$ cat src/rtl/serial_adder_ctrl_pkg.sv
// serial_adder_defs: shared definitions for the bit-serial adder sequencer.
//   state_e   : FSM state encoding (IDLE / RUN / DONE, 2 bits)
//   DEF_WIDTH : default operand width
package serial_adder_defs;
    localparam int DEF_WIDTH = 8;

    typedef enum logic [1:0] {
        ST_IDLE = 2'd0,
        ST_RUN  = 2'd1,
        ST_DONE = 2'd2
    } state_e;
endpackage

$ cat src/rtl/serial_fa_cell.sv
// serial_fa_cell: combinational 1-bit full adder, the only arithmetic in the
// serial adder.
//   x_i, y_i : operand bits
//   ci_i     : carry in
//   s_o      : x ^ y ^ ci
//   co_o     : majority(x, y, ci)
module serial_fa_cell (
    input  logic x_i,
    input  logic y_i,
    input  logic ci_i,
    output logic s_o,
    output logic co_o
);
    assign s_o  = x_i ^ y_i ^ ci_i;
    assign co_o = (x_i & y_i) | (x_i & ci_i) | (y_i & ci_i);
endmodule

$ cat src/rtl/serial_adder_ctrl.sv
// serial_adder_ctrl: bit-serial add sequencer. One full-adder cell is reused
// over WIDTH cycles to form {c_out, sum} = a + b + c_in.
//   clk, rst            : clock, synchronous active-high reset
//   in_valid/in_ready   : operand handshake (a, b, c_in captured on accept)
//   out_valid/out_ready : result handshake (sum, c_out held while stalled)
//   busy                : high while bits are being processed
//   ovf                 : signed overflow, present only when
//                         SERIAL_ADDER_OVF_EN is defined
module serial_adder_ctrl
    import serial_adder_defs::*;
#(
    parameter int WIDTH = DEF_WIDTH
) (
    input  logic             clk,
    input  logic             rst,
    input  logic             in_valid,
    output logic             in_ready,
    input  logic [WIDTH-1:0] a,
    input  logic [WIDTH-1:0] b,
    input  logic             c_in,
    output logic             out_valid,
    input  logic             out_ready,
    output logic [WIDTH-1:0] sum,
    output logic             c_out,
    output logic             busy
`ifdef SERIAL_ADDER_OVF_EN
   ,output logic             ovf
`endif
);
    localparam int CW = $clog2(WIDTH);

    state_e           state_q, state_d;
    logic [WIDTH-1:0] a_q, a_d, b_q, b_d, res_q, res_d;
    logic             carry_q, carry_d;
    logic             cout_q, cout_d;
    logic [CW-1:0]    cnt_q, cnt_d;
    logic             fa_s, fa_co;
`ifdef SERIAL_ADDER_OVF_EN
    logic             ovf_q, ovf_d;
`endif

    serial_fa_cell u_fa (
        .x_i  (a_q[0]),
        .y_i  (b_q[0]),
        .ci_i (carry_q),
        .s_o  (fa_s),
        .co_o (fa_co)
    );

    always_comb begin
        state_d = state_q;
        a_d     = a_q;
        b_d     = b_q;
        res_d   = res_q;
        carry_d = carry_q;
        cout_d  = cout_q;
        cnt_d   = cnt_q;
`ifdef SERIAL_ADDER_OVF_EN
        ovf_d   = ovf_q;
`endif
        case (state_q)
            ST_IDLE: begin
                if (in_valid) begin
                    a_d     = a;
                    b_d     = b;
                    carry_d = c_in;
                    cnt_d   = '0;
                    state_d = ST_RUN;
                end
            end
            ST_RUN: begin
                // LSB first: result fills from the top and is aligned after WIDTH shifts
                res_d   = {fa_s, res_q[WIDTH-1:1]};
                a_d     = a_q >> 1;
                b_d     = b_q >> 1;
                carry_d = fa_co;
                cnt_d   = cnt_q + CW'(1);
                if (cnt_q == CW'(WIDTH - 1)) begin
                    cout_d  = fa_co;
`ifdef SERIAL_ADDER_OVF_EN
                    // carry_q is the carry into the MSB on this edge
                    ovf_d   = fa_co ^ carry_q;
`endif
                    state_d = ST_DONE;
                end
            end
            ST_DONE: begin
                if (out_ready) state_d = ST_IDLE;
            end
            default: state_d = ST_IDLE;
        endcase
    end

    always_ff @(posedge clk) begin
        if (rst) begin
            state_q <= ST_IDLE;
            a_q     <= '0;
            b_q     <= '0;
            res_q   <= '0;
            carry_q <= 1'b0;
            cout_q  <= 1'b0;
            cnt_q   <= '0;
`ifdef SERIAL_ADDER_OVF_EN
            ovf_q   <= 1'b0;
`endif
        end else begin
            state_q <= state_d;
            a_q     <= a_d;
            b_q     <= b_d;
            res_q   <= res_d;
            carry_q <= carry_d;
            cout_q  <= cout_d;
            cnt_q   <= cnt_d;
`ifdef SERIAL_ADDER_OVF_EN
            ovf_q   <= ovf_d;
`endif
        end
    end

    assign in_ready  = (state_q == ST_IDLE);
    assign busy      = (state_q == ST_RUN);
    assign out_valid = (state_q == ST_DONE);
    assign sum       = res_q;
    assign c_out     = cout_q;
`ifdef SERIAL_ADDER_OVF_EN
    assign ovf       = ovf_q;
`endif
endmodule
$ cat config.mk
export PLATFORM = sky130hd
export DESIGN_NAME = serial_adder_ctrl
export DESIGN_NICKNAME = d
export VERILOG_FILES = /design/src/rtl/serial_adder_ctrl_pkg.sv /design/src/rtl/serial_fa_cell.sv /design/src/rtl/serial_adder_ctrl.sv
export SDC_FILE = /design/constraint.sdc
export NUM_CORES = 1
export LEC_CHECK = 0
export BUFFER_PORTS_ARGS = -buffer_cell sky130_fd_sc_hd__clkbuf_2
export CAP_MARGIN = 20
export CORE_ASPECT_RATIO = 0.6
export CORE_MARGIN = 10
export CORE_UTILIZATION = 46
export DETAILED_ROUTE_END_ITERATION = 7
export GPL_ROUTABILITY_DRIVEN = 0
export PLACE_DENSITY = 0.74
export SETUP_SLACK_MARGIN = 0.15
export SYNTH_ARGS = -nofsm -noshare
export SYNTH_HDL_FRONTEND = slang
export SYNTH_HIERARCHICAL = 1
export SYNTH_SLANG_ARGS = --single-unit
$ cat constraint.sdc
create_clock -name clk -period 1.3 [get_ports clk]
set_clock_uncertainty 0.1 [all_clocks]
set_input_delay 0.195 -clock clk [delete_from_list [all_inputs] [get_ports clk]]
set_output_delay 0.195 -clock clk [all_outputs]
set_load 0.02 [all_outputs]
==> results.yml <==
outcome:
  status: "complete, but fails checks"
  violations: "setup timing"
placement:
  dp_hpwl_mm: 2.26
  portBuffers: 32
  dp_slack_ns: -0.174
floorplanning:
  die_w_um: 88.2
  die_area_um2: 5370
  initial_utilization_pct: 49.8
  core_um2: 2570
  ios: 33
  std_cell_rows: 14
  die_y_um: 60.9
power_and_ir_drop:
  p_total_w: 0.00236
  power_density_nw_per_um2: 1080
  p_leak_nw: 0.933
  power_switching_w: 0.000684
  switching_share_pct: 29.0
  power_frac_clock_pct: 33.6
  power.internal_w: 0.00168
  combPwrFrac_pct: 21.6
  ir_drop_mv: 0.825
  p_seq_share_pct: 44.8
routing:
  routed-via-count: 1303
  wl_per_cell_um: 21.0
  dr.first_iter.drc_count: 100
  drcViolationCount: 0
  drtPass1Iterations: 4
  routed_wl_mm: 4.78
  via_per_inst: 5.71
  ant_nets: 0
clock_network:
  cts.path.max_buffers: 2
  cts_buffers: 5
  root_buffer: "clkbuf_8"
  clock_latency_ns: 0.29
  clkTransAtPathRegs_ns: 0.07
  tritoncts: "done"
  h-tree-depth: 2
  clock_sinks: 31
yosys:
  synth_edf_count: 0
  ys_seq_elements: 31
  syn_inst: 137
  synth_top_area_share_pct: 48.4
  syn-num-nets: 161
  synth-seq-area-share_pct: 48.4
  synth.avg_cell_area_um2: 9.36
  synth.area.top_cells: "dfxtp_1 (48%), o221a_2 (9.7%), a21oi_1 (9.4%)"
  synthTopCellsByCount: "dfxtp_1 (31), a21oi_1 (24), inv_1 (16), nand2_1 (16), o221a_2 (11)"
  synth.largest_area_cell: "dfxtp_1"
  synth_cell_types: 25
  synthFlopType: "dfxtp_1"
  async_reset_ff_share_pct: 0
  yosysMostFrequentCell: "dfxtp_1"
  syn_area_um2: 1280
  yosysWarningCount: 6
setup_path:
  startpoint_type: "register"
  worst_path_max_delay_cell: "dfxtp_4"
  critPathCaptureType: "output pin"
  startpoint: "state_q[0]"
  critPathKind: "reg -> out"
  cpPeakStageDelay_ns: 0.37
  regToRegStartpoint: "state_q[1]"
  crit_fanout: 4
  crit_chain: "buf_6 > nor2b_4 > buf_8"
  ff2ff_setup_slack_ns: -0.02
  worstPathRequired_ns: 1.00
  path_buf_inv: 2
  crit_arrival_ns: 1.04
  crit_family: "flip-flops"
timing:
  hold_violations: 0
  setup-tns-final_ns: -0.218
  rsz0062_at_grt: "yes"
  slew_viol_final: 0
  setup_viol: 13
  timing_worst_slew_pin_value_ns: 0.575
  whs_ns: 0.0620
  slew-limit-headroom_pct: 61.7
  fin_ws_ns: -0.0382
  fmax_mhz: 747
  fin_crit_sh_pct: 103
  fin_crit_ns: 1.34
min_path:
  min_from: "out_ready"
  hold_path.class: "in -> reg"
layout:
  layout.nets: 220
  antennaDiodeCount: 0
  layout-area-overhead-vs-synth_pct: 69.9
  drive_above_1_share_pct: 60.7
global_routing:
  grt_pass1_wl_mm: 6.50
  grt_usage_pct: 15.9
  first_global_vias: 1261
  antenna_found_initial: 0
  gr-total-overflow: 0
  grt_max_degree: 23
run:
  maxCapViolCount: 0
## layout by cell type (no fill, tap or decap), types with 6 or more instances in the layout
| cell type | count |
|---|---|
| clkbuf_2 | 24 |
| dfxtp_1 | 23 |
| inv_1 | 15 |
| buf_4 | 15 |
| a21oi_2 | 13 |
| a21oi_1 | 11 |
| o221a_4 | 11 |
| nand2_1 | 8 |
| buf_6 | 8 |
| nor2_1 | 7 |
| clkbuf_8 | 6 |
## metrics by stage
step	instances	instance area [um^2]	util (%)
floorplan	137	1410	-
global placement	197	1570	61.1
detailed placement	197	1570	61.1
CTS	220	1990	77.4
global route	228	2180	84.6
finish	228	2180	84.6
## routing by layer
layer | global-route usage, % | vias up | wire length, um
li1 | - | 600 | -
met1 | 18.2 | 624 | 1920
met2 | 26.8 | 56 | 2240
met3 | 6.95 | 23 | 378
met4 | 4.45 | 0 | 241
met5 | 0 | - | 0
## power groups by stage
stage | combinational [W] | clock, W | sequential (W)
2_1_floorplan | 0.000208 | 0 | 0.00107
6_report | 0.000509 | 0.000793 | 0.00106
4_1_cts | 0.000409 | 0.000778 | 0.00105
3_3_place_gp | 0.000275 | 0 | 0.00107
3_5_place_dp | 0.000287 | 0 | 0.00107
5_1_grt | 0.000534 | 0.000826 | 0.00107
## tightest hold or removal path, delay by kind of cell
kind	cells	cell delay [ns]
AO/OA/AOI/OAI	1	0.05
buffers and inverters	1	0.07
AND/OR/NAND/NOR	1	0.10
## layout make-up
class | instances | area [um^2]
timing repair inverter | 2 | 32.5
clock inverter | 1 | 5.00
timing repair buffer | 57 | 490
multi-input combinational | 82 | 816
inverter | 17 | 71.3
fill | 123 | 397
sequential | 31 | 641
tap | 32 | 40.0
clock buffer | 6 | 82.6
## final timing paths
kind                              endpoint  depth (start not counted)
worst min-delay path            state_q[1]                          3
worst min register to register      sum[0]                          2
worst max-delay path             out_valid                          3
worst max register to register      b_q[2]                          5
## sequential cells by signal, indices dropped and copies added, names as in the netlist
signal and count:
a_q 8, b_q 8, sum 8, cnt_q 3
state_q 2, c_out 1, carry_q 1
## cell families after synthesis
logic type      synth area share (%)
flops                           48.4
buf+inv                         9.66
fa+ha+maj                       3.51
compound gates                  25.7
mux                             2.34
simple gates                    10.4
## timing repair
| action | 4_1_cts | 5_1_grt |
|---|---|---|
| setup endpoints to repair | 32 | 36 |
| setup buffers | 13 | 7 |
| gates cloned | 3 | 1 |
| resized for setup | 40 | 42 |
| pin swaps | 13 | 16 |
| hold buffers | 0 | 0 |
No activity file was read; power rests on OpenSTA's default activity.
